### src/rtl/boot_loader_ctrl.sv
// Boot loader: builds 16-bit words from UART bytes, writes them to IMEM from address 0, then releases the CPU.
// Optional trailer checksum (CSUM_LO/CSUM_HI states) is enabled by defining BOOT_CHECKSUM_EN.
module boot_loader_ctrl #(
    parameter int WORD_WIDTH     = 16,
    parameter int ADDR_WIDTH     = 8,
    parameter int TIMEOUT_CYCLES = 500000
) (
    input  logic                  CLK,
    input  logic                  RESET,
    input  logic [7:0]            rx_byte,
    input  logic                  rx_valid,
    input  logic                  start_btn,
    output logic                  imem_we,
    output logic [ADDR_WIDTH-1:0] imem_waddr,
    output logic [WORD_WIDTH-1:0] imem_wdata,
    output logic                  cpu_rst,
    output logic                  cpu_run_en,
    output logic                  loading,
    output logic                  load_error,
    output logic [15:0]           words_loaded
);
    localparam int              TW        = (TIMEOUT_CYCLES > 2) ? $clog2(TIMEOUT_CYCLES) : 1;
    localparam logic [TW-1:0]   T_LAST    = TW'(TIMEOUT_CYCLES - 1);
    localparam logic [16:0]     MAX_WORDS = 17'(2 ** ADDR_WIDTH);

    typedef enum logic [3:0] {
        S_WAIT_CNT_LO,
        S_CNT_HI,
        S_LOAD_LO,
        S_LOAD_HI,
`ifdef BOOT_CHECKSUM_EN
        S_CSUM_LO,
        S_CSUM_HI,
`endif
        S_DONE,
        S_RUN,
        S_ERROR
    } state_t;

`ifdef BOOT_CHECKSUM_EN
    localparam state_t END_STATE = S_CSUM_LO;
`else
    localparam state_t END_STATE = S_DONE;
`endif

    state_t                  state_r, next_state_s;
    logic [7:0]              lo_byte_r;
    logic [15:0]             count_r;
    logic [TW-1:0]           timer_r;
    logic                    btn_prev_r, btn_rise_r;
    logic                    imem_we_r, cpu_rst_r, cpu_run_en_r, loading_r, load_error_r;
    logic [ADDR_WIDTH-1:0]   imem_waddr_r;
    logic [WORD_WIDTH-1:0]   imem_wdata_r;
    logic [15:0]             words_loaded_r;
    logic [15:0]             rx_word_s;
    logic                    commit_s, restart_s, timing_s, expire_s, last_s, cpu_pulse_s, loading_s;
`ifdef BOOT_CHECKSUM_EN
    logic [15:0]             csum_r;
`endif

    // Next-state decode, word commit and timeout expiry
    always_comb begin
        next_state_s = state_r;
        commit_s     = 1'b0;
        restart_s    = 1'b0;
        rx_word_s    = {rx_byte, lo_byte_r};
        last_s       = ((words_loaded_r + 16'd1) == count_r);
        timing_s     = (state_r == S_CNT_HI) || (state_r == S_LOAD_LO) || (state_r == S_LOAD_HI)
`ifdef BOOT_CHECKSUM_EN
                       || (state_r == S_CSUM_LO) || (state_r == S_CSUM_HI)
`endif
                       ;
        expire_s     = timing_s && !rx_valid && (timer_r == T_LAST);
        case (state_r)
            S_WAIT_CNT_LO: begin
                if (rx_valid) next_state_s = S_CNT_HI;
                else          next_state_s = state_r;
            end
            S_CNT_HI: begin
                if (rx_valid) begin
                    if (rx_word_s == 16'h0000)                next_state_s = END_STATE;
                    else if ({1'b0, rx_word_s} > MAX_WORDS)   next_state_s = S_ERROR;
                    else                                      next_state_s = S_LOAD_LO;
                end else if (expire_s) begin
                    next_state_s = S_ERROR;
                end else begin
                    next_state_s = state_r;
                end
            end
            S_LOAD_LO: begin
                if (rx_valid)      next_state_s = S_LOAD_HI;
                else if (expire_s) next_state_s = S_ERROR;
                else               next_state_s = state_r;
            end
            S_LOAD_HI: begin
                if (rx_valid) begin
                    commit_s     = 1'b1;
                    next_state_s = last_s ? END_STATE : S_LOAD_LO;
                end else if (expire_s) begin
                    next_state_s = S_ERROR;
                end else begin
                    next_state_s = state_r;
                end
            end
`ifdef BOOT_CHECKSUM_EN
            S_CSUM_LO: begin
                if (rx_valid)      next_state_s = S_CSUM_HI;
                else if (expire_s) next_state_s = S_ERROR;
                else               next_state_s = state_r;
            end
            S_CSUM_HI: begin
                if (rx_valid)      next_state_s = (rx_word_s == csum_r) ? S_DONE : S_ERROR;
                else if (expire_s) next_state_s = S_ERROR;
                else               next_state_s = state_r;
            end
`endif
            S_DONE: begin
                if (btn_rise_r) next_state_s = S_RUN;
                else            next_state_s = state_r;
            end
            S_RUN: begin
                next_state_s = S_RUN;
            end
            S_ERROR: begin
                if (btn_rise_r) begin
                    next_state_s = S_WAIT_CNT_LO;
                    restart_s    = 1'b1;
                end else begin
                    next_state_s = state_r;
                end
            end
            default: next_state_s = S_WAIT_CNT_LO;
        endcase
        cpu_pulse_s = (state_r == S_RUN) && btn_rise_r;
        loading_s   = (next_state_s != S_DONE) && (next_state_s != S_RUN) && (next_state_s != S_ERROR);
    end

    // State, byte staging, button edge detect and registered outputs
    always_ff @(posedge CLK) begin
        if (RESET) begin
            state_r        <= S_WAIT_CNT_LO;
            lo_byte_r      <= 8'h00;
            count_r        <= 16'h0000;
            btn_prev_r     <= 1'b0;
            btn_rise_r     <= 1'b0;
            imem_we_r      <= 1'b0;
            imem_waddr_r   <= '0;
            imem_wdata_r   <= '0;
            words_loaded_r <= 16'h0000;
            cpu_rst_r      <= 1'b1;
            cpu_run_en_r   <= 1'b0;
            loading_r      <= 1'b1;
            load_error_r   <= 1'b0;
        end else begin
            state_r    <= next_state_s;
            btn_prev_r <= start_btn;
            btn_rise_r <= start_btn & ~btn_prev_r;
            if (rx_valid) lo_byte_r <= rx_byte;
            if ((state_r == S_CNT_HI) && rx_valid) count_r <= rx_word_s;
            imem_we_r <= commit_s;
            if (commit_s) begin
                imem_waddr_r   <= words_loaded_r[ADDR_WIDTH-1:0];
                imem_wdata_r   <= rx_word_s;
                words_loaded_r <= words_loaded_r + 16'd1;
            end else if (restart_s) begin
                words_loaded_r <= 16'h0000;
            end
            cpu_rst_r    <= (next_state_s != S_RUN) || cpu_pulse_s;
            cpu_run_en_r <= (next_state_s == S_RUN) && !cpu_pulse_s;
            loading_r    <= loading_s;
            load_error_r <= (next_state_s == S_ERROR);
        end
    end

    // Inter-byte timeout: runs only while a frame is in progress
    always_ff @(posedge CLK) begin
        if (RESET || rx_valid || !timing_s || expire_s) timer_r <= '0;
        else                                            timer_r <= timer_r + 1'b1;
    end

`ifdef BOOT_CHECKSUM_EN
    // Running sum of data words, restarted for every new frame
    always_ff @(posedge CLK) begin
        if (RESET || (state_r == S_WAIT_CNT_LO)) csum_r <= 16'h0000;
        else if (commit_s)                        csum_r <= csum_r + rx_word_s;
    end
`endif

    assign imem_we      = imem_we_r;
    assign imem_waddr   = imem_waddr_r;
    assign imem_wdata   = imem_wdata_r;
    assign cpu_rst      = cpu_rst_r;
    assign cpu_run_en   = cpu_run_en_r;
    assign loading      = loading_r;
    assign load_error   = load_error_r;
    assign words_loaded = words_loaded_r;
endmodule

### config.mk
export PLATFORM = sky130hd
export DESIGN_NAME = boot_loader_ctrl
export DESIGN_NICKNAME = d
export VERILOG_FILES = /design/src/rtl/boot_loader_ctrl.sv
export SDC_FILE = /design/constraint.sdc
export NUM_CORES = 1
export LEC_CHECK = 0
export ABC_AREA = 0
export CORE_UTILIZATION = 55
export DETAILED_ROUTE_END_ITERATION = 8
export PLACE_DENSITY = 0.8
export SLEW_MARGIN = 15
export SYNTH_ARGS = -nofsm -noshare
export SYNTH_HDL_FRONTEND = slang
export SYNTH_SLANG_ARGS = --single-unit
### constraint.sdc
create_clock -name CLK -period 5.2 [get_ports CLK]
set_clock_uncertainty 0.2 [all_clocks]
set_input_delay 0.78 -clock CLK [delete_from_list [all_inputs] [get_ports CLK]]
set_output_delay 0.78 -clock CLK [all_outputs]
set_load 0.01 [all_outputs]
==> results of run 1 <==
-- metrics by stage --
| stage | power (W) | setup slack (ns) | utilization [%] | std cells | cell area (sq um) |
|---|---|---|---|---|---|
| 2_1_floorplan | 0.0007797 | 2.617 | - | 529 | 4354 |
| 3_3_place_gp | 0.0007982 | 1.598 | 63.82 | 656 | 4906 |
| 3_5_place_dp | 0.0007994 | 1.530 | 63.82 | 656 | 4906 |
| 4_1_cts | 0.001353 | 1.877 | 66.94 | 672 | 5146 |
| 5_1_grt | 0.001387 | 1.705 | 66.94 | 672 | 5146 |
| 6_report | 0.001340 | 1.904 | 66.94 | 672 | 5146 |
-- worst min path at each step --
| stage | startpoint | end | slack, ns |
|---|---|---|---|
| final | btn_prev_r | btn_rise_r | 0.19 |
| after global routing | btn_prev_r | btn_rise_r | 0.21 |
| after CTS | btn_prev_r | btn_rise_r | 0.20 |
| after detailed placement | btn_prev_r | btn_rise_r | 0.18 |
| after global placement | btn_prev_r | btn_rise_r | 0.18 |
| after floorplan | btn_prev_r | btn_rise_r | 0.17 |
-- worst reg2reg max path: stages (launching register included) --
cell and delay, ns:
dfxtp_1 0.55, ha_1 0.37, nand4_1 0.25, nor2_1 0.45, o2111a_1 0.27, o32ai_1 0.07
nor4_1 0.60, a211oi_1 0.16
-- placed cells by master (no fill, tap or decap), types with 3 or more instances in the layout --
cell,netlist,final
a211oi_1,5,5
buf_4,6,5
nor3_1,13,13
nor2_1,71,71
a31oi_1,3,3
dfxtp_1,94,94
a21oi_1,41,41
nor4_1,6,6
inv_1,11,11
and3_1,6,6
and4_1,5,5
nand2_1,81,81
or4_1,5,5
nor2b_1,7,7
nand4_1,7,7
clkbuf_8,0,11
clkdlybuf4s50_1,0,55
a311oi_1,5,5
xor2_1,19,19
nor4b_1,3,3
mux2i_1,24,24
o21ai_0,12,12
or3_1,6,6
nand3_1,16,16
xnor2_1,15,15
-- per-layer routing --
metal | routed length [um] | vias up | track usage (%)
li1 | - | 1902 | -
met1 | 4320 | 1811 | 31.60
met2 | 4760 | 136 | 41.29
met3 | 548 | 21 | 4.690
met4 | 283 | 0 | 12.83
met5 | 0 | - | 0
-- Yosys cell counts (all sizes together) (2+ instances only) --
| library cell | n | area, sq um |
|---|---|---|
| ha | 2 | 25.02 |
| and3 | 6 | 37.54 |
| a31oi | 3 | 18.77 |
| and2 | 2 | 12.51 |
| nor3b | 2 | 15.01 |
| and4 | 7 | 65.06 |
| a21oi | 42 | 214.0 |
| nor4b | 3 | 26.28 |
| mux2i | 24 | 240.2 |
| or3 | 6 | 37.54 |
| nor2b | 7 | 43.79 |
| nand4 | 8 | 56.30 |
| or2 | 2 | 12.51 |
| nand2 | 81 | 304.0 |
| a211oi | 5 | 37.54 |
| buf | 17 | 97.59 |
| o31ai | 2 | 15.01 |
| or4 | 6 | 48.80 |
| nor2 | 71 | 266.5 |
| o21ai | 12 | 60.06 |
| a21o | 2 | 15.01 |
| a311oi | 5 | 43.79 |
| o211ai | 2 | 15.01 |
| nand3 | 17 | 97.60 |
| nor3 | 13 | 65.06 |
| inv | 11 | 41.29 |
| clkbuf | 19 | 71.32 |
| xnor2 | 15 | 131.4 |
| a2bb2oi | 2 | 17.52 |
| dfxtp | 94 | 1882 |
| nor4 | 6 | 37.54 |
| xor2 | 19 | 166.4 |
-- state kept, by name, summed over array words and instances, names as in the netlist --
name          flops
imem_we           1
state_r           4
imem_wdata       16
words_loaded     16
timer_r          19
loading           1
btn_rise_r        1
imem_waddr        8
btn_prev_r        1
cpu_rst           1
cpu_run_en        1
load_error        1
lo_byte_r         8
count_r          16
-- layout make-up --
cell class / count / area share (%)
Tap cell: 102 / 2.480
Timing Repair Buffer: 61 / 11.52
Multi-Input combinational cell: 388 / 43.96
Clock buffer: 11 / 2.942
Sequential cell: 94 / 36.57
Clock inverter: 5 / 1.726
Inverter: 11 / 0.8023
-- kinds of logic (layout without fill, tap and decap cells) --
group / after synthesis / count (layout) / share of synthesized area (%)
compound gates: 87 / 87 / 12.50
simple gates: 240 / 240 / 26.44
xor+xnor: 34 / 34 / 6.839
fa+ha+maj: 2 / 2 / 0.5746
flops: 94 / 94 / 43.22
buf+inv: 47 / 88 / 4.828
other cells: 1 / 1 / 0.08612
mux: 24 / 24 / 5.517
-- power groups by stage --
stage                     sequential [W]  combinational, W  clock (W)
after floorplan                 0.000747         0.0000331          0
after global placement          0.000750         0.0000480          0
after detailed placement        0.000750         0.0000490          0
after CTS                       0.000734         0.0000493   0.000570
after global routing            0.000735         0.0000543   0.000597
final                           0.000734         0.0000494   0.000557
==> summary.txt, run 1 <==
Run status
  • Status: completed

Worst setup path
  • Worst r2r src: words_loaded[0]
  • CP Data Required Time: 5.30 ns
  • CP Cell Sequence: clkdlybuf4s50_1 > and2_1 > buf_4 > nand2_1 > a21oi_1 > nor2_1 > nor2_1
  • Reg2Reg Depth: 7
  • Worst reg2reg path endpoint: state_r[1]
  • Setup crit start: rx_valid
  • CP bufs+invs: 2
  • Worst reg2reg setup slack: 2.12 ns
  • Slowest cell on the critical path: clkdlybuf4s50_1
  • CP Launch Type: primary input
  • Worst Setup Path Type: primary input to flop
  • CP delay by family, top: buffers and inverters
  • Critical Path Most Common Cell: nor2_1
  • CP peak stage delay: 1.01 ns
  • Critical path fanouts, max: 26
  • Critical Path Sink: words_loaded[3]
  • Crit path arrival time: about 3.4 ns
  • Kind of end point of the critical path: flop
  • WP depth: 7

Global routing
  • Vias in the first global route: 3,687
  • Initial antenna violation count: 0
  • First-pass GRT wire length: between 15 and 20 mm
  • Pin count of the biggest net entering global routing: 38
  • Total congestion overflow: 0
  • All-Layer GR Usage: 25.18%

Logic synthesis
  • Post-synth EDFFs: 0
  • Ys flop type: dfxtp_1
  • Mapped Cells: ~530
  • Sequential share of the synthesized area: approximately 43%
  • Register bit total from synthesis: between 90 and 100
  • Yosys cell types: 56
  • Syn_nets: between 500 and 600
  • Post-synthesis cell area: roughly 4400 sq um
  • Asr flop ratio synth: 0%
  • Syn avg cell area: slightly above 8 sq um
  • Synth warnings: 0

STA
  • Final Slew Violations: 0
  • Final period utilization: 63.39%
  • RSZ-0062 raised after global routing: no
  • Setup TNS: 0 ns
  • Final Hold Fails: 0
  • Post-layout minimum cycle time: 3.296 ns
  • Slew @ Worst Pin: 0.9286 ns
  • Final setup violating endpoints: 0
  • Worst hold margin: 0.1935 ns
  • Slew headroom: 38.09%
  • Fmax: 0.3034 GHz

Power and ir drop
  • Seq pwr share: 54.7%
  • P_leak: 1.872 nW
  • Clock power frac: 41.6%
  • VDD IR max: 139.4 uV
  • Sw Share: 21.66%
  • Psw: 0.0002903 W
  • Comb pwr share: 3.7%
  • Pwr Density: 260.4 nW/um^2
  • Design internal power: 0.001050 W

Route
  • Post-Route WL: 9.913 mm
  • TritonRoute pass-1 iters: 5
  • Vias: slightly below 4,000
  • Residual DRC count: 0
  • Routed Antenna Nets: 0
  • DR vias/cell: 5.759
  • Wire per inst: 14.75 um
  • Iter 0 DRT Violations: 220

Die
  • I/O pin cnt: 57
  • Die X: ~90 um
  • Initial Util: 56.64%
  • Num rows: 32
  • Total Die Area: a little over 8000 sq um
  • Core Footprint: approximately 7700 sq um
  • Die Ht: ~91 um

Place
  • Routability cong.: ~0.9
  • Port Buffers: 56
  • HPWL Detailed: 6.806 mm

Cells and area
  • P&R area growth vs syn: 18.19%
  • Layout cell share with drive strength beyond 1: 5.439%
  • Multi-input logic area: 2262 sq um
  • NumNets Final: 579
  • Diode count: 0
  • FF+latch area: 1882 sq um
  • Filler cells: roughly 640

Clocking
  • Root Buffer: clkbuf_8
  • CTS tree: yes
  • Longest Clk Path Bufs: 2
  • CTS hold repair buffers: 0
  • Number of H-tree levels: 3
  • Worst skew pair latency: 0.37 ns
  • # clock sinks: 94
  • CTS buffer count: 9
  • Post-cts gate resize count: 0
  • Post-CTS setup buffer count: 0
  • CTS clk-pin slew, worst paths: 0.10 ns

Hold path
  • Worst min-delay path category: flop to flop
  • Hold path depth: 1

Run
  • Maxcap violations: 0
(Power assumes the default switching activity.)
==> run 2: changes to the inputs <==
--- a/config.mk
+++ b/config.mk
@@ -6,9 +6,9 @@
 export NUM_CORES = 1
 export LEC_CHECK = 0
 export ABC_AREA = 0
-export CORE_UTILIZATION = 55
+export CORE_UTILIZATION = 50
 export DETAILED_ROUTE_END_ITERATION = 8
-export PLACE_DENSITY = 0.8
+export PLACE_DENSITY = 0.76
 export SLEW_MARGIN = 15
 export SYNTH_ARGS = -nofsm -noshare
 export SYNTH_HDL_FRONTEND = slang
==> constraint.sdc (replaced) <==
create_clock -name CLK -period 2.7 [get_ports CLK]
set_clock_uncertainty 0.2 [all_clocks]
set_input_delay 0.405 -clock CLK [delete_from_list [all_inputs] [get_ports CLK]]
set_output_delay 0.405 -clock CLK [all_outputs]
set_load 0.01 [all_outputs]
==> run 2 against run 1 <==
  * Sequential cell count unchanged
  * Critical path depth up 1
  * Combinational power up 110%
  * Sequential share of layout area decreased by 1.1 points
  * Non-clock buffer count up 27
  * Cell count up 4.5%
  * Global-route usage fell by 0.68 points
  * Clock-buffer cell count is 1 lower
  * Critical path type is now flop to flop
==> summary.txt, run 2 (synthesis gave the netlist of run 1 again) <==
Worst setup path
  • CP bufs+invs: 1 (-1)
  • CP Data Required Time: 2.74 ns (-2.56 ns)
  • Worst Setup Path Type: flop to flop
  • CP Launch Type: flop
  • CP peak stage delay: 0.48 ns (-0.53 ns)
  • Crit path arrival time: 2.60 ns (-0.80 ns)
  • CP delay by family, top: simple AND/OR/NAND/NOR gates
  • Kind of end point of the critical path: flop
  • CP Cell Sequence: ha_1 > and4_4 > nand2_1 > xnor2_1 > or4_1 > nor4_1 > buf_4 > a211oi_1
  • Slowest cell on the critical path: or4_1
  • Critical path fanouts, max: 8 (-69%)

Global routing
  • Vias in the first global route: 3,599 (-2.4%)
  • Initial antenna violation count: 0 (unchanged)
  • First-pass GRT wire length: 17.11 mm (+1.3%)
  • Pin count of the biggest net entering global routing: 55 (+45%)
  • Total congestion overflow: 0 (unchanged)
  • All-Layer GR Usage: 24.50% (-0.68 points)

Place
  • Routability cong.: 0.8368 (-5.4%)
  • Setup WS pre-CTS: -0.009912 ns (-1.540 ns)
  • Port Buffers: 56 (unchanged)
  • HPWL Detailed: 7.350 mm (+8.0%)

Route
  • Wire per inst: 14.80 um (+0.31%)
  • DR vias/cell: 5.547 (-3.7%)
  • TritonRoute pass-1 iters: 5 (unchanged)
  • Post-Route WL: 10.39 mm (+4.8%)
  • Iter 0 DRT Violations: 174 (-21%)
  • Routed Antenna Nets: 0 (unchanged)
  • Residual DRC count: 0 (unchanged)
  • Vias: 3,894 (+0.62%)

Power and ir drop
  • Pwr Density: 467.4 nW/um^2 (+79%)
  • P_leak: 1.992 nW (+6.4%)
  • VDD IR max: 280.1 uV (+100%)

STA
  • Fmax: approximately 0.39 GHz
  • Final Hold Fails: 0 (unchanged)
  • Post-layout minimum cycle time: 2.567 ns
  • RSZ-0062 raised after global routing: no
  • Final setup violating endpoints: 0 (unchanged)
  • Setup ws final: 0.1326 ns (-1.771 ns)
  • Slew headroom: 58.96% (+21 points)
  • Final period utilization: 95.09%
  • Setup TNS: 0 ns (unchanged)
  • Slew @ Worst Pin: 0.6073 ns (-0.3213 ns)
  • Final Slew Violations: 0 (unchanged)

Die
  • Num rows: 33 (+3.1%)
  • Initial Util: 52.21% (-4.4 points)
  • Die Ht: 95.32 um (+4.8%)
  • I/O pin cnt: 57 (unchanged)
  • Die X: 95.32 um (+4.8%)
  • Core Footprint: 8341 sq um (+8.5%)
  • Total Die Area: 9086 sq um (+9.8%)

Cells and area
  • Layout cell share with drive strength beyond 1: 9.715% (+4.3 points)
  • NumNets Final: 606 (+4.7%)
  • Diode count: 0 (unchanged)
  • Largest Register: timer_r
  • Commonest non-fill, non-tap cell in the layout: dfxtp_1
  • P&R area growth vs syn: 22.04%
  • Most frequent cells in the layout: dfxtp_1, nand2_1, nor2_1
  • Max reg flops: 19 (unchanged)

Clocking
  • Post-cts gate resize count: 0 (unchanged)
  • CTS tree: yes
  • Number of H-tree levels: 3 (unchanged)
  • Root Buffer: clkbuf_8
  • Longest Clk Path Bufs: 2 (unchanged)
  • CTS hold repair buffers: 0 (unchanged)
  • Post-CTS setup buffer count: 0 (unchanged)
  • CTS clk-pin slew, worst paths: 0.10 ns (about the same)
  • Worst skew pair latency: 0.37 ns (about the same)
  • # clock sinks: 94 (unchanged)
  • CTS buffer count: 9 (unchanged)

Run status
  • Status: completed

Run
  • Maxcap violations: 0 (unchanged)

Hold path
  • Worst min-delay path category: primary input to flop
-- run 2: metal layers --
layer  track usage (%)  vias to the layer above  wire, um
li1                  -                     1945         -
met5                 0                        -         0
met2             39.94                      110      4928
met4             7.323                        0       158
met3             5.981                       21       615
met1             31.91                     1818      4685
-- run 2: final timing paths --
check | from | end | slack, ns | depth (start not counted)
min | RESET | words_loaded[5] | 0.21 | 2
min reg2reg | btn_prev_r | btn_rise_r | 0.22 | 1
max | words_loaded[1] | state_r[1] | 0.13 | 8
max reg2reg | words_loaded[1] | state_r[1] | 0.13 | 8
-- run 2: report_power, final --
| group | leakage [nW] | internal (W) | switching, W |
|---|---|---|---|
| Clock | 0.104 | 0.000444 | 0.000522 |
| Sequential | 0.760 | 0.00140 | 0.0000147 |
| Combinational | 1.13 | 0.0000476 | 0.0000573 |
| Total | 1.99 | 0.00189 | 0.000594 |
-- run 2: area by class of cell --
cell class                      instances  area, sq um
Sequential cell                        94         1883
Fill cell                             742         3027
Clock buffer                           10        127.6
Timing Repair Buffer                   88        795.8
Multi-Input combinational cell        388         2262
Clock inverter                          6        72.57
Tap cell                              105        131.4
Inverter                               11        41.29
-- run 2: metrics by stage --
| stage | utilization (%) | instance area (sq um) | total power (W) | hold WS, ns | std cells |
|---|---|---|---|---|---|
| floorplan | - | 4354 | 0.001502 | 0.1674 | 529 |
| global placement | 61.30 | 5112 | 0.001546 | 0.1750 | 686 |
| detailed placement | 61.30 | 5112 | 0.001550 | 0.2035 | 686 |
| CTS | 63.70 | 5313 | 0.002506 | 0.2034 | 702 |
| global route | 63.71 | 5314 | 0.002570 | 0.2325 | 702 |
| finish | 63.71 | 5314 | 0.002484 | 0.2110 | 702 |
==> run 3: changes to the inputs <==
--- a/config.mk
+++ b/config.mk
@@ -9,6 +9,7 @@
 export CORE_UTILIZATION = 50
 export DETAILED_ROUTE_END_ITERATION = 8
 export PLACE_DENSITY = 0.76
+export SETUP_SLACK_MARGIN = 0.1
 export SLEW_MARGIN = 15
 export SYNTH_ARGS = -nofsm -noshare
 export SYNTH_HDL_FRONTEND = slang
==> run 3 against run 2 <==
  * Routed wire length down 0.26%
  * Clock power about the same
  * Non-clock buffer count unchanged
  * Worst setup slack better by 0.13 ns
  * Sequential share of layout area decreased by 0.051 points
  * Largest cell class unchanged
  * Via count increased by 0.39%
  * Register-to-register slack gained 0.13 ns
  * Critical path depth stayed put
  * Global-route usage unchanged
  * Critical endpoint unchanged
  * Die area did not move
==> summary.txt, run 3 (synthesis gave the netlist of run 1 again) <==
Global routing
  • Total congestion overflow: 0 (unchanged)
  • Pin count of the biggest net entering global routing: 55 (unchanged)
  • First-pass GRT wire length: 17.11 mm (unchanged)
  • All-Layer GR Usage: 24.50% (unchanged)
  • Initial antenna violation count: 0 (unchanged)
  • Vias in the first global route: 3,599 (unchanged)

Cells and area
  • Commonest non-fill, non-tap cell in the layout: dfxtp_1
  • NumNets Final: 606 (unchanged)
  • P&R area growth vs syn: 22.30%
  • Most frequent cells in the layout: dfxtp_1, nand2_1, nor2_1
  • Max reg flops: 19 (unchanged)
  • Layout cell share with drive strength beyond 1: 10.39% (+0.67 points)
  • Largest Register: timer_r
  • Diode count: 0 (unchanged)

Route
  • Post-Route WL: 10.36 mm (-0.26%)
  • Vias: 3,909 (+0.39%)
  • TritonRoute pass-1 iters: 5 (unchanged)
  • DR vias/cell: 5.568 (+0.39%)
  • Residual DRC count: 0 (unchanged)
  • Routed Antenna Nets: 0 (unchanged)
  • Iter 0 DRT Violations: 202 (+16%)
  • Wire per inst: 14.76 um (-0.26%)

Worst setup path
  • CP Data Required Time: 2.74 ns (about the same)
  • Crit path arrival time: 2.47 ns (-0.13 ns)
  • Worst Setup Path Type: flop to flop
  • Kind of end point of the critical path: flop
  • CP Launch Type: flop
  • Critical path fanouts, max: 8 (unchanged)

STA
  • Setup ws final: 0.2640 ns (+0.1314 ns)
  • Slew @ Worst Pin: 0.5930 ns (-0.01425 ns)
  • Final period utilization: 90.22% (-4.9 points)
  • Post-layout minimum cycle time: 2.436 ns (-0.1314 ns)
  • Final Hold Fails: 0 (unchanged)
  • RSZ-0062 raised after global routing: no
  • Setup TNS: 0 ns (unchanged)
  • Final setup violating endpoints: 0 (unchanged)
  • Slew headroom: 59.93% (+0.96 points)
  • Fmax: 0.4105 GHz (+5.4%)
  • Final Slew Violations: 0 (unchanged)

Clocking
  • Number of H-tree levels: 3 (unchanged)
  • Longest Clk Path Bufs: 2 (unchanged)
  • Root Buffer: clkbuf_8
  • CTS clk-pin slew, worst paths: 0.10 ns (about the same)
  • CTS tree: yes
  • Worst skew pair latency: 0.37 ns (about the same)
  • CTS buffer count: 9 (unchanged)
  • Post-CTS setup buffer count: 0 (unchanged)
  • # clock sinks: 94 (unchanged)

Die
  • Initial Util: 52.21% (unchanged)
  • Num rows: 33 (unchanged)
  • Die X: 95.32 um (unchanged)
  • I/O pin cnt: 57 (unchanged)
  • Total Die Area: 9086 sq um (unchanged)
  • Core Footprint: 8341 sq um (unchanged)
  • Die Ht: 95.32 um (unchanged)

Power and ir drop
  • P_leak: 1.991 nW (about the same)
  • VDD IR max: 281.6 uV (+0.52%)
  • Pwr Density: 466.4 nW/um^2 (-0.23%)
  • Overall power: 0.002483 W (about the same)

Run status
  • Status: completed

Place
  • Setup WS pre-CTS: -0.009912 ns (unchanged)
  • HPWL Detailed: 7.350 mm (unchanged)
  • Port Buffers: 56 (unchanged)
  • Routability cong.: 0.8368 (unchanged)

Hold path
  • Worst min-delay path category: primary input to flop

Run
  • Maxcap violations: 0 (unchanged)
-- run 3: changes by cell type in the layout (fill, tap and decap cells not counted) --
cell / before / now
ha_1: 2 / 1
and4_1: 5 / 4
nor4_2: 0 / 1
dfxtp_2: 1 / 2
dfxtp_1: 93 / 92
and4_2: 1 / 2
nor4_1: 6 / 5
ha_2: 0 / 1
-- run 3: through the flow --
| stage | area, sq um | hold slack [ns] | instances | util, % |
|---|---|---|---|---|
| detailed placement | 5112 | 0.2035 | 686 | 61.30 |
| global route | 5325 | 0.2325 | 702 | 63.85 |
| global placement | 5112 | 0.1750 | 686 | 61.30 |
| floorplan | 4354 | 0.1674 | 529 | - |
| finish | 5325 | 0.2125 | 702 | 63.85 |
| CTS | 5313 | 0.2034 | 702 | 63.70 |
-- run 3: worst paths after layout --
path	start	slack, ns	cells after the start	end
setup / recovery	words_loaded[1]	0.26	8	state_r[1]
hold / removal	RESET	0.21	2	words_loaded[5]
setup reg to reg	words_loaded[1]	0.26	8	state_r[1]
hold reg to reg	btn_prev_r	0.22	1	btn_rise_r
-- run 3: repair_timing --
action / in CTS / in global routing
setup endpoints to repair: 0 / 3
resized for setup: 0 / 5
hold buffers: 0 / 0
-- run 3: worst max-delay path, stage by stage, from the launching register on --
cell	delay (ns)
dfxtp_1	0.36
ha_2	0.26
and4_4	0.28
nand2_1	0.11
xnor2_1	0.15
or4_1	0.49
nor4_2	0.24
buf_4	0.17
a211oi_1	0.06
-- run 3: power breakdown --
| part | internal, W | total (W) | switching (W) | leakage (nW) |
|---|---|---|---|---|
| logic | 0.0000477 | 0.000105 | 0.0000577 | 1.13 |
| clock network | 0.000444 | 0.000965 | 0.000521 | 0.104 |
| registers | 0.00140 | 0.00141 | 0.0000147 | 0.761 |
| total | 0.00189 | 0.00248 | 0.000594 | 1.99 |
-- run 3: routing by layer --
| metal | part of all wire [%] | vias to the layer above | global-route usage (%) |
|---|---|---|---|
| met2 | 47 | 122 | 39.94 |
| met5 | 0 | - | 0 |
| li1 | - | 1948 | - |
| met1 | 45 | 1821 | 31.91 |
| met3 | 6.4 | 18 | 5.981 |
| met4 | 1.5 | 0 | 7.323 |
-- run 3: area by class of cell --
type | instances | area, sq um
tap | 105 | 131.4
sequential | 94 | 1884
fill | 738 | 3015
clock inverter | 6 | 72.57
timing repair buffer | 88 | 795.8
clock buffer | 10 | 127.6
inverter | 11 | 41.29
multi-input combinational | 388 | 2272
==> variant 1: new RTL, config.mk and constraints of run 3 <==
Add an input register stage for `rx_byte` and `start_btn`, without a reset; this delays them by one clock. The other inputs are not delayed to match.
--- a/src/rtl/boot_loader_ctrl.sv
+++ b/src/rtl/boot_loader_ctrl.sv
@@ -37,6 +37,14 @@
         S_ERROR
     } state_t;
 
+    logic [7:0] rx_byte_q;
+    logic start_btn_q;
+
+    always_ff @(posedge CLK) begin
+        rx_byte_q   <= rx_byte;
+        start_btn_q <= start_btn;
+    end
+
 `ifdef BOOT_CHECKSUM_EN
     localparam state_t END_STATE = S_CSUM_LO;
 `else
@@ -63,7 +71,7 @@
         next_state_s = state_r;
         commit_s     = 1'b0;
         restart_s    = 1'b0;
-        rx_word_s    = {rx_byte, lo_byte_r};
+        rx_word_s    = {rx_byte_q, lo_byte_r};
         last_s       = ((words_loaded_r + 16'd1) == count_r);
         timing_s     = (state_r == S_CNT_HI) || (state_r == S_LOAD_LO) || (state_r == S_LOAD_HI)
 `ifdef BOOT_CHECKSUM_EN
@@ -153,9 +161,9 @@
             load_error_r   <= 1'b0;
         end else begin
             state_r    <= next_state_s;
-            btn_prev_r <= start_btn;
-            btn_rise_r <= start_btn & ~btn_prev_r;
-            if (rx_valid) lo_byte_r <= rx_byte;
+            btn_prev_r <= start_btn_q;
+            btn_rise_r <= start_btn_q & ~btn_prev_r;
+            if (rx_valid) lo_byte_r <= rx_byte_q;
             if ((state_r == S_CNT_HI) && rx_valid) count_r <= rx_word_s;
             imem_we_r <= commit_s;
             if (commit_s) begin
Check against the original RTL: not equivalent (Yosys sat finds a counterexample within 4 cycles, from zero or initial values and one cycle with RESET high).
==> variant 1 against run 3 <==
Routed wire length up 11%. Final area up 7.8%. Critical path type unchanged. Die area up 4.0%. Via count up 5.9%. Power up 6.9%. Worst setup slack worse by 0.17 ns. Area after synthesis up 4.1%. Sequential cell count up 9. Worst hold slack worse by 0.062 ns.
==> variant 1: results <==
final_layout:
  layout.nets: 643
  final_layout_size_suffix_gt1_share_pct: 14.7
  final.fill_count: 739
critical_path:
  setup.worst_path.start: "words_loaded[0]"
  crit_fanout: 4
  cp.arrival_ns: 2.68
  r2r-end: "cpu_rst"
  ff2ff_setup_slack_ns: 0.09
grt:
  grt_use_total_pct: 24.4
  grt_max_degree: 68
placement:
  placed_area_mm2: 0.00541
  place_congestion: 0.889
  dp_slack_ns: -0.132
  dp.final_hpwl_um: 8090
worst_hold_path:
  holdPathEnd: "state_r[0]"
  hold_path_depth: 3
logic_synthesis:
  synth_common_cells: "112 x nand2_1, 103 x dfxtp_1, 54 x nor2_1, 53 x a21oi_1, 26 x clkbuf_1"
  ys_types: 57
  synth_area_leaders: "dfxtp_1 45%, nand2_1 9.3%, a21oi_1 5.9%, nor2_1 4.5%, xnor2_1 3.9%"
detailed_routing:
  drt_iter0_drc: 227
  wire_per_inst_um: 15.5
  dr_total_vias: 4138
sta:
  worst_slew_pin_slew_ns: 0.702
  timing.final.crit_period_ns: 2.61
  hold_slack_ns: 0.150
clock_network:
  cts-resized-gates: 8
run_status:
  status: "complete, no violations"
## variant 1: changes by cell type after synthesis, sizes merged, moves of 6 or more
| cell | before | now |
|---|---|---|
| nor4 | 6 | 12 |
| buf | 17 | 8 |
| a21oi | 42 | 53 |
| dfxtp | 94 | 103 |
| nand3 | 17 | 11 |
| mux2i | 24 | 8 |
| nor2 | 71 | 54 |
| clkbuf | 19 | 27 |
| nand2 | 81 | 112 |
## variant 1: report_power, final
part           leakage [uW]  switching (uW)  internal, uW
Clock              0.000105             569           447
Combinational       0.00105            45.5          38.3
Sequential         0.000843            23.5          1530
## variant 1: metrics by stage
stage               utilization, %  cells
CTS                           64.4    735
global placement              61.7    718
detailed placement            61.7    718
floorplan                        -    550
global route                  65.5    742
finish                        65.5    742
## variant 1: worst min-delay path: cells and delay by family
kind | cells | cell delay (ns)
buf+inv | 1 | 0.09
compound gates | 2 | 0.18
## variant 1: layout make-up
type,count,area share [%]
Inverter,6,0.392
Sequential cell,103,36.4
Timing Repair Buffer,103,16.0
Clock inverter,6,1.33
Multi-Input combinational cell,406,41.3
Tap cell,108,2.35
Clock buffer,10,2.22
## variant 1: routing by layer
layer,track usage [%],up-vias,routed length (um)
li1,-,2048,-
met1,33.5,1960,5440
met2,38.6,113,5370
met3,3.81,17,473
met4,9.53,0,223
met5,0,-,0
## variant 1: cell families (layout without fill, tap and decap cells)
group,after synthesis,count (layout),synth area share [%]
AND/OR/NAND/NOR,253,253,26.9
adder cells (fa/ha/maj),2,2,0.552
other,1,1,0.0827
flip-flops,103,103,45.5
multiplexers,8,8,1.77
AO/OA/AOI/OAI,104,104,14.1
buffers and inverters,41,125,3.67
XOR/XNOR,38,38,7.34
==> variant 2: new RTL, settings of run 3 <==
Made on the original files. Set the parameter `ADDR_WIDTH` to 9 (it was 8).
--- a/src/rtl/boot_loader_ctrl.sv
+++ b/src/rtl/boot_loader_ctrl.sv
@@ -2,7 +2,7 @@
 // Optional trailer checksum (CSUM_LO/CSUM_HI states) is enabled by defining BOOT_CHECKSUM_EN.
 module boot_loader_ctrl #(
     parameter int WORD_WIDTH     = 16,
-    parameter int ADDR_WIDTH     = 8,
+    parameter int ADDR_WIDTH     = 9,
     parameter int TIMEOUT_CYCLES = 500000
 ) (
     input  logic                  CLK,
Ports: changed (resized imem_waddr); port bits go from 57 to 58. The function was not compared with the original's and may differ.
==> variant 2 against run 3 <==
Final area is 0.89% higher. Sequential cell count is 1 higher. Power is 3.5% lower. Via count is 1.2% higher. Area after synthesis is 0.78% lower. Synthesized cell count is 3.0% higher. Worst setup slack worse by 0.055 ns. Routed wire length is 0.41% lower. Largest cell class unchanged.
==> variant 2: results <==
grt:
  grt_use_total_pct: 23.9
  groute.layer.met1.usage_pct: 33.4
  use_met3_pct: 4.11
  grt_max_degree: 43
  first_global_vias: 3559
final_layout:
  seqCellArea_mm2: 0.00192
  clock_tree_area_fraction_pct: 3.35
  seq_cells: 95
  final.fill_count: 698
  final_util_pct: 64.7
  buf_share_pct: 15.0
  final_layout_size_suffix_gt1_share_pct: 12.2
  layout.nets: 623
  buffers_excl_clock: 89
  inverters_excl_clock: 6
  multi_input_area_share_pct: 43.0
detailed_routing:
  route.met3.wl_um: 499
  wl_met1_um: 4990
  totalWireLength_um: 10300
  wl_met2_um: 4720
  vias_per_cell: 5.50
  dr_total_vias: 3954
  drt_pass1_iterations: 5
  drt_iter0_drc: 303
power:
  leakagePower_uw: 0.00193
  power.density_mw_per_mm2: 446
  peakVddDrop_mv: 0.266
clock_network:
  cts-resized-gates: 2
  clkTransAtPathRegs_ns: 0.09
critical_path:
  crit_fanout: 7
  cp.arrival_ns: 2.56
  max_stage_delay_ns: 0.46
  ff2ff_setup_slack_ns: 0.21
  endpoint: "loading"
  slowest_stage: "or4b_1"
logic_synthesis:
  synth_compound_area_share_pct: 14.3
  ys_types: 51
  synth_mux_area_share_pct: 2.58
  synth_adder_area_share_pct: 0.579
  synth_common_cells: "108 x nand2_1, 95 x dfxtp_1, 71 x a21oi_1, 54 x nor2_1, 31 x clkbuf_1"
  syn_area_per_cell_um2: 7.93
  synthXorXnorAreaFrac_pct: 7.10
  yosysSeqAreaShare_pct: 44.0
  syn-num-nets: 559
  synth_area_leaders: "dfxtp_1 44%, nand2_1 9.4%, a21oi_1 8.2%, nor2_1 4.7%, xor2_1 3.6%"
placement:
  port_buffers: 57
  placed_area_mm2: 0.00511
  placedCellCount: 701
  dp.final_hpwl_um: 7300
  place_congestion: 0.865
worst_hold_path:
  worst_hold_startpoint: "btn_prev_r"
  holdPathEnd: "btn_rise_r"
  hp-class: "flop to flop"
  hold_path_depth: 1
run_status:
  status: "complete, no violations"
sta:
  worst_slew_pin_slew_ns: 0.583
==> variant 2: cell count changes after synthesis, moves of 6 or more <==
cell / run 3 / this run
a21oi_1: 41 / 71
buf_2: 9 / 2
buf_4: 6 / 0
clkbuf_1: 19 / 31
inv_1: 11 / 5
mux2i_1: 24 / 10
nand2_1: 81 / 108
nand3b_1: 0 / 6
nor2_1: 71 / 54
nor3_1: 13 / 7
o21ai_0: 12 / 20
==> variant 2: through the flow <==
| stage | hold slack (ns) | setup WS, ns |
|---|---|---|
| finish | 0.201 | 0.209 |
| global route | 0.210 | 0.0937 |
| CTS | 0.203 | 0.101 |
| detailed placement | 0.189 | 0.0647 |
| global placement | 0.172 | 0.106 |
| floorplan | 0.167 | 0.109 |
==> variant 2: power breakdown <==
group          total [uW]  switching, uW  internal, uW
Combinational        99.6           56.2          43.5
Sequential           1420           13.7          1410
Clock                 874            510           363
Total                2400            580          1820
